### src/rtl/uart_cmd_rx.sv
// rtl/uart_cmd_rx.sv - 8N1 UART receiver with 6-byte command frame parser
module uart_cmd_rx #(
    parameter int          CLK_FREQ       = 12_000_000,
    parameter int          BAUD           = 1_000_000,
    parameter logic [23:0] TIMEOUT_CYCLES = 24'd120000
) (
    input  logic        clk,
    input  logic        rst,
    input  logic        rx,
    output logic [7:0]  rx_byte,
    output logic        rx_byte_valid,
    output logic        cmd_valid,
    output logic [7:0]  cmd_op,
    output logic [15:0] cmd_val,
    output logic        frame_err,
    output logic        cksum_err
);

    localparam int CPB  = CLK_FREQ / BAUD;
    localparam int HALF = CPB / 2;
    localparam int CW   = $clog2(CPB + 1);
    localparam logic [CW-1:0] CNT_BIT  = CW'(CPB - 1);
    localparam logic [CW-1:0] CNT_HALF = CW'(HALF - 1);

    typedef enum logic [2:0] {B_IDLE, B_START, B_DATA, B_STOP, B_WAIT_HI} bit_state_t;
    typedef enum logic [2:0] {P_SYNC0, P_SYNC1, P_OP, P_VH, P_VL, P_CK} parse_state_t;

    logic         rx_meta_q, rx_s_q;
    bit_state_t   bit_state_q, bit_state_d;
    logic [CW-1:0] cnt_q, cnt_d;
    logic [2:0]   bit_idx_q, bit_idx_d;
    logic [7:0]   sreg_q, sreg_d;
    logic [7:0]   rx_byte_q, rx_byte_d;
    logic         rx_byte_valid_q, rx_byte_valid_d;
    logic         frame_err_q, frame_err_d;

    parse_state_t parse_state_q, parse_state_d;
    logic [7:0]   op_stg_q, op_stg_d;
    logic [7:0]   vh_stg_q, vh_stg_d;
    logic [7:0]   vl_stg_q, vl_stg_d;
    logic [7:0]   cmd_op_q, cmd_op_d;
    logic [15:0]  cmd_val_q, cmd_val_d;
    logic         cmd_valid_q, cmd_valid_d;
    logic         cksum_err_q, cksum_err_d;
    logic [23:0]  timer_q, timer_d;

    always_comb begin
        bit_state_d     = bit_state_q;
        cnt_d           = cnt_q + 1'b1;
        bit_idx_d       = bit_idx_q;
        sreg_d          = sreg_q;
        rx_byte_d       = rx_byte_q;
        rx_byte_valid_d = 1'b0;
        frame_err_d     = 1'b0;
        case (bit_state_q)
            B_IDLE: begin
                cnt_d = '0;
                if (!rx_s_q) bit_state_d = B_START;
            end
            B_START: begin
                if (cnt_q == CNT_HALF) begin
                    cnt_d       = '0;
                    bit_idx_d   = '0;
                    bit_state_d = rx_s_q ? B_IDLE : B_DATA;
                end
            end
            B_DATA: begin
                if (cnt_q == CNT_BIT) begin
                    cnt_d     = '0;
                    sreg_d    = {rx_s_q, sreg_q[7:1]};
                    bit_idx_d = bit_idx_q + 3'd1;
                    if (bit_idx_q == 3'd7) bit_state_d = B_STOP;
                end
            end
            B_STOP: begin
                if (cnt_q == CNT_BIT) begin
                    cnt_d = '0;
                    if (rx_s_q) begin
                        rx_byte_d       = sreg_q;
                        rx_byte_valid_d = 1'b1;
                        bit_state_d     = B_IDLE;
                    end else begin
                        frame_err_d = 1'b1;
                        bit_state_d = B_WAIT_HI;
                    end
                end
            end
            B_WAIT_HI: begin
                cnt_d = '0;
                if (rx_s_q) bit_state_d = B_IDLE;
            end
            default: begin
                cnt_d       = '0;
                bit_state_d = B_IDLE;
            end
        endcase
    end

    // Parser consumes the registered byte strobe, so command outputs lag it by one cycle.
    always_comb begin
        parse_state_d = parse_state_q;
        op_stg_d      = op_stg_q;
        vh_stg_d      = vh_stg_q;
        vl_stg_d      = vl_stg_q;
        cmd_op_d      = cmd_op_q;
        cmd_val_d     = cmd_val_q;
        cmd_valid_d   = 1'b0;
        cksum_err_d   = 1'b0;
        timer_d       = (rx_byte_valid_q || parse_state_q == P_SYNC0) ? 24'd0 : timer_q + 24'd1;
        if (frame_err_q) begin
            parse_state_d = P_SYNC0;
        end else if (rx_byte_valid_q) begin
            case (parse_state_q)
                P_SYNC0: if (rx_byte_q == 8'h55) parse_state_d = P_SYNC1;
                P_SYNC1: begin
                    if (rx_byte_q == 8'hAA)      parse_state_d = P_OP;
                    else if (rx_byte_q != 8'h55) parse_state_d = P_SYNC0;
                end
                P_OP: begin
                    op_stg_d      = rx_byte_q;
                    parse_state_d = P_VH;
                end
                P_VH: begin
                    vh_stg_d      = rx_byte_q;
                    parse_state_d = P_VL;
                end
                P_VL: begin
                    vl_stg_d      = rx_byte_q;
                    parse_state_d = P_CK;
                end
                P_CK: begin
                    if (rx_byte_q == (op_stg_q ^ vh_stg_q ^ vl_stg_q)) begin
                        cmd_op_d    = op_stg_q;
                        cmd_val_d   = {vh_stg_q, vl_stg_q};
                        cmd_valid_d = 1'b1;
                    end else begin
                        cksum_err_d = 1'b1;
                    end
                    parse_state_d = P_SYNC0;
                end
                default: parse_state_d = P_SYNC0;
            endcase
        end else if (timer_q >= TIMEOUT_CYCLES) begin
            parse_state_d = P_SYNC0;
        end
    end

    always_ff @(posedge clk) begin
        if (rst) begin
            rx_meta_q       <= 1'b1;
            rx_s_q          <= 1'b1;
            bit_state_q     <= B_IDLE;
            cnt_q           <= '0;
            bit_idx_q       <= '0;
            sreg_q          <= '0;
            rx_byte_q       <= '0;
            rx_byte_valid_q <= 1'b0;
            frame_err_q     <= 1'b0;
            parse_state_q   <= P_SYNC0;
            op_stg_q        <= '0;
            vh_stg_q        <= '0;
            vl_stg_q        <= '0;
            cmd_op_q        <= '0;
            cmd_val_q       <= '0;
            cmd_valid_q     <= 1'b0;
            cksum_err_q     <= 1'b0;
            timer_q         <= '0;
        end else begin
            rx_meta_q       <= rx;
            rx_s_q          <= rx_meta_q;
            bit_state_q     <= bit_state_d;
            cnt_q           <= cnt_d;
            bit_idx_q       <= bit_idx_d;
            sreg_q          <= sreg_d;
            rx_byte_q       <= rx_byte_d;
            rx_byte_valid_q <= rx_byte_valid_d;
            frame_err_q     <= frame_err_d;
            parse_state_q   <= parse_state_d;
            op_stg_q        <= op_stg_d;
            vh_stg_q        <= vh_stg_d;
            vl_stg_q        <= vl_stg_d;
            cmd_op_q        <= cmd_op_d;
            cmd_val_q       <= cmd_val_d;
            cmd_valid_q     <= cmd_valid_d;
            cksum_err_q     <= cksum_err_d;
            timer_q         <= timer_d;
        end
    end

    assign rx_byte       = rx_byte_q;
    assign rx_byte_valid = rx_byte_valid_q;
    assign frame_err     = frame_err_q;
    assign cmd_op        = cmd_op_q;
    assign cmd_val       = cmd_val_q;
    assign cmd_valid     = cmd_valid_q;
    assign cksum_err     = cksum_err_q;

endmodule

### config.mk
export PLATFORM = sky130hd
export DESIGN_NAME = uart_cmd_rx
export DESIGN_NICKNAME = d
export VERILOG_FILES = /design/src/rtl/uart_cmd_rx.sv
export SDC_FILE = /design/constraint.sdc
export NUM_CORES = 1
export LEC_CHECK = 0
export CAP_MARGIN = 40
export CORE_ASPECT_RATIO = 1.4
export CORE_UTILIZATION = 55
export DETAILED_ROUTE_END_ITERATION = 10
export PLACE_DENSITY_LB_ADDON = 0.25
export SLEW_MARGIN = 20
export SYNTH_ARGS = -nofsm -noshare
export SYNTH_HDL_FRONTEND = slang
export SYNTH_SLANG_ARGS = --single-unit
### constraint.sdc
create_clock -name clk -period 2.9 [get_ports clk]
set_input_delay 0.725 -clock clk [delete_from_list [all_inputs] [get_ports clk]]
set_output_delay 0.725 -clock clk [all_outputs]
set_load 0.005 [all_outputs]
== Word-level counts from Yosys, hierarchy flattened ==
Cells that the tools add are included.

* Flip-flop bits (word level): 107
* Output and inout bits: 36
* Word-level logic and storage cells: 97

* Add/subtract/negate cells: 3
* $lt $le $gt $ge: 1
* Equal/unequal tests: 24
* Multiplexer cells: 25
* Bitwise gates (word level): 7
* Reduce and logical (&&, ||, !) cells: 19

{| class="wikitable"
|+ Operator list
! kind !! number
|-
| 2-to-1 mux 3 bit || 14
|-
| one-hot mux 3 bit (5 select lines) || 2
|-
| adder 24 x 1 -> 24 bit, second input constant || 1
|-
| >= comparator 24 x 17 -> 1 bit, second input constant || 1
|-
| AND reduction 3 bit || 6
|-
| XOR 8 bit || 2
|-
| == test 3 x 2 -> 1 bit, second input constant || 4
|-
| == test 3 bit, second input constant || 4
|-
| inequality test 2 bit, second input constant || 6
|-
| == test 8 x 7 -> 1 bit, second input constant || 1
|-
| == test 8 bit || 1
|-
| == test 8 bit, second input constant || 1
|-
| 2-to-1 mux 4 bit || 2
|-
| inequality test 8 x 7 -> 1 bit, second input constant || 1
|-
| one-hot mux 4 bit (2 select lines) || 1
|-
| == test 3 x 1 -> 1 bit, second input constant || 2
|-
| zero test 3 bit || 2
|-
| one-hot mux 3 bit (2 select lines) || 1
|-
| AND reduction 6 bit || 1
|-
| OR reduction 2 bit || 3
|-
| NOT 1 bit || 5
|-
| adder 4 x 1 -> 4 bit, second input constant || 1
|-
| == test 4 x 3 -> 1 bit, second input constant || 1
|-
| == test 4 bit, second input constant || 1
|-
| other kinds (11) || 15
|}

== Longest topological paths before layout ==
* Word-level depth: 5
* Gate-level depth with buffers: 7
* Gate-level depth less buffers: 6

== Least setup slack after synthesis ==
Ideal clock, no wire load.

* Path kind: reg2reg
* From: register rx_byte_valid_q, in the netlist rx_byte_valid
* To: register cmd_op_q[0], in the netlist cmd_op[0]
* Arrival: 1710 ps
* Required time: 2828 ps
* Path slack: 1118 ps
* Stages on the path, launching flop included: 8
* Buffers on the path: 2
* Clock period less this slack: 1782 ps
* Cell sequence: dfxtp_1 buf_4 nand2_1 nor2_1 nand2_1 nor3_4 buf_8 mux2i_1

* Word-level cells in the longest chain between the ends: 1

{| class="wikitable"
|+ RTL lines
! item !! RTL line !! source
|-
| from (decl) || 34 || <nowiki>logic rx_byte_valid_q, rx_byte_valid_d;</nowiki>
|-
| from (signal assigned) || 176 || <nowiki>rx_byte_valid_q <= rx_byte_valid_d;</nowiki>
|-
| AND reduction 4 bit (no line) || -- ||
|-
| to (signal assigned) || 182 || <nowiki>cmd_op_q <= cmd_op_d;</nowiki>
|-
| to (decl) || 41 || <nowiki>logic [7:0] cmd_op_q, cmd_op_d;</nowiki>
|}

Every way passes these cells.
A chain may end at the register's enable or synchronous reset.

== Worst setup path after layout ==
* From: register rx_byte_q[6], in the netlist rx_byte[6]
* To: output rx_byte[6]

{| class="wikitable"
|+ RTL lines
! item !! RTL line !! source
|-
| from (decl) || 33 || <nowiki>logic [7:0] rx_byte_q, rx_byte_d;</nowiki>
|-
| from (signal assigned) || 175 || <nowiki>rx_byte_q <= rx_byte_d;</nowiki>
|-
| to (decl) || 10 || <nowiki>output logic [7:0] rx_byte,</nowiki>
|}

No word-level cell between the ends.

==> results.sh <==
export IMPL_status="complete, no violations"
export IMPL_cpMaxStageDelayCell="clkdlybuf4s50_1"
export IMPL_ys_ff_latch=107
export IMPL_finalWirelength_um=9480
export IMPL_max_slew_margin_pct=44.4
export IMPL_die_x_um=80.5
export IMPL_reg2reg_to="cmd_val[11]"
export IMPL_viasPerCell=5.49
export IMPL_cts_post_setup_buffers_inserted=0
export IMPL_place_hpwl_um=6680
export IMPL_hold_path_class="reg2reg"
export IMPL_grtUsageTotal_pct=22.5
export IMPL_drt_iter0_drc=154
export IMPL_r2r_start="rx_byte_valid"
export IMPL_yosysMostFrequentCell="dfxtp_1"
export IMPL_rsz0062_at_grt="no"
export IMPL_cts_buffer_depth=2
export IMPL_ys_types=50
export IMPL_period_share_pct=76.8
export IMPL_pre_cts_ws_ps=810
export IMPL_cts_buffers=9
export IMPL_setup_violations=0
export IMPL_postCtsResizedCells=0
export IMPL_reg2reg_setup_slack_ps=790
export IMPL_port_buffers=38
export IMPL_synth_edf_count=0
export IMPL_ir_drop_mv=0.385
export IMPL_antenna_cells=0
export IMPL_crit_type="reg2out"
export IMPL_path_cells="clkdlybuf4s50_1"
export IMPL_ys_async_sr_fraction_pct=0
export IMPL_die_area_um2=9000
export IMPL_start_util_pct=57.5
export IMPL_seq_area_um2=2140
export IMPL_drive_gt1_share_pct=5.85
export IMPL_syn_nets=522
export IMPL_fillers=661
export IMPL_antenna_found_initial=0
export IMPL_die_y_um=112
export IMPL_p_leak_nw=1.86
export IMPL_worstSkewPairLatency_ps=350
export IMPL_multi_input_area_um2=2450
export IMPL_crit_buf_inv=1
export IMPL_path_clk_slew_ps=70
export IMPL_whs_path_depth=1
export IMPL_ys_flop_type="dfxtp_1"
export IMPL_num_vias=3563
export IMPL_cts_tree="done"
export IMPL_gr_total_overflow=0
export IMPL_critPathTopFamily="buffers and inverters"
export IMPL_drc_errors=0
export IMPL_p_per_area_nw_per_um2=537
export IMPL_io_pins=39
export IMPL_maxCapViolCount=0
export IMPL_cp_depth=1
export IMPL_fin_tns_setup_ps=0
export IMPL_final_setup_skew_ps=6.41
export IMPL_syn2layout_area_growth_pct=16.4
export IMPL_timing_final_crit_period_ps=2230
export IMPL_ys_top_cells_by_area="dfxtp_1, mux2i_1, nand2b_1"
export IMPL_grt_first_pass_wirelength_um=15600
export IMPL_synthCells=513
export IMPL_avgSynthCellArea_um2=9.25
export IMPL_cp_slowest_stage_delay_ps=590
export IMPL_seq_area_frac_synth_pct=45.2
export IMPL_grt_pass1_vias=3413
export IMPL_yosysWarningCount=0
export IMPL_coreArea_um2=8250
export IMPL_synth_top_area_share_pct=45.2
export IMPL_worst_pin_slew_ps=829
export IMPL_hold_ws_ps=424
export IMPL_cts_hold_buf=0
export IMPL_worstSetupStartpointType="flop"
export IMPL_synth_area_um2=4740
export IMPL_synth_commonest_cells="dfxtp_1, nor2_1, mux2i_1, nand2b_1, nand2_1"
export IMPL_finalWorstSetupSlack_ps=674
export IMPL_final_nets=551
export IMPL_antenna_left=0
export IMPL_crit_path_end_kind="output port"
export IMPL_drtPass1Iterations=4
export IMPL_yosys_area_top_type="dfxtp_1"
export IMPL_grt_max_degree=101
export IMPL_finalPower_w=0.00296
export IMPL_fmax_mhz=449
export IMPL_cp_endpoint="rx_byte[6]"
export IMPL_root_buffer="clkbuf_16"
export IMPL_rr_worst_depth=6
export IMPL_finalHoldViolCount=0
export IMPL_cts_sinks=107
export IMPL_worstPathMaxFanout=8
export IMPL_rows=39
export IMPL_slew_violations=0
export IMPL_arrival_ps=1500
export IMPL_cp_required_ps=2170
export IMPL_cp_startpoint="rx_byte[6]"
export IMPL_htree_levels=3
export IMPL_wl_per_cell_um=14.6
export IMPL_gp_congestion=0.898
==> logic make-up (layout without fill, tap and decap cells) <==
| group | Yosys count | after routing | synth area share [%] |
|---|---|---|---|
| fa+ha+maj | 6 | 6 | 1.58 |
| buf+inv | 31 | 65 | 3.09 |
| xor+xnor | 48 | 48 | 9.02 |
| compound gates | 42 | 42 | 5.38 |
| flops | 107 | 107 | 45.2 |
| simple gates | 230 | 230 | 25.4 |
| mux | 49 | 49 | 10.3 |
==> power breakdown <==
group          leakage [nW]  internal (W)  switching [W]   total, W
Sequential            0.862       0.00148      0.0000121    0.00149
Clock                 0.166      0.000849       0.000543    0.00139
Combinational         0.836     0.0000371      0.0000467  0.0000838
Total                  1.86       0.00236       0.000602    0.00296
==> state kept, by name, indices dropped and copies added (netlist names) <==
register	cells
rx_byte	8
bit_state_q	3
rx_byte_valid	1
frame_err	1
parse_state_q	3
cnt_q	4
cmd_val	16
cmd_op	8
rx_meta_q	1
vl_stg_q	8
sreg_q	8
vh_stg_q	8
rx_s_q	1
bit_idx_q	3
cksum_err	1
op_stg_q	8
timer_q	24
cmd_valid	1
==> layout make-up <==
cell class | instances | share of cell area (%)
inverters | 6 | 0.408
multi-input cells | 375 | 44.5
well taps | 102 | 2.31
clock inverters | 7 | 2.24
repair buffers | 43 | 7.70
clock buffers | 9 | 4.08
flip-flops and latches | 107 | 38.8
==> placed cells by master (no fill, tap or decap), types with 3 or more instances in the layout <==
master / instances
dfxtp_1: 107
nor2_1: 66
mux2i_1: 49
nand2b_1: 49
nand2_1: 38
clkdlybuf4s50_1: 37
nand3_1: 28
xnor2_1: 27
a21oi_1: 22
xor2_1: 20
clkbuf_16: 9
nand4_1: 7
and3_1: 7
inv_1: 6
ha_1: 6
or2_2: 4
nor2b_1: 4
nor4_1: 4
a211oi_1: 4
o21ai_0: 4
buf_4: 4
nor3_1: 3
and4_1: 3
bufinv_16: 3
==> per-stage QoR <==
stage,instances,cell area (um^2),util [%]
6_report,649,5520,67.0
5_1_grt,649,5520,67.0
4_1_cts,649,5520,67.0
3_5_place_dp,633,5170,62.7
3_3_place_gp,633,5170,62.7
2_1_floorplan,513,4740,-
==> how the worst min path moves through the flow <==
stage / from / to / slack, ps
after floorplan: rx_meta_q / rx_s_q / 390
after global placement: rx_meta_q / rx_s_q / 400
after detailed placement: rx_meta_q / rx_s_q / 400
after CTS: rx_meta_q / rx_s_q / 430
after global routing: rx_meta_q / rx_s_q / 430
final: rx_meta_q / rx_s_q / 420
==> per-layer routing <==
layer	up-vias	track usage (%)	share of wire, %
met2	54	40.3	52
met1	1682	24.2	41
met5	-	0	0
li1	1804	-	-
met4	0	11.8	3.4
met3	23	4.43	3.0
Note: power is estimated with default switching activity, not from simulation.
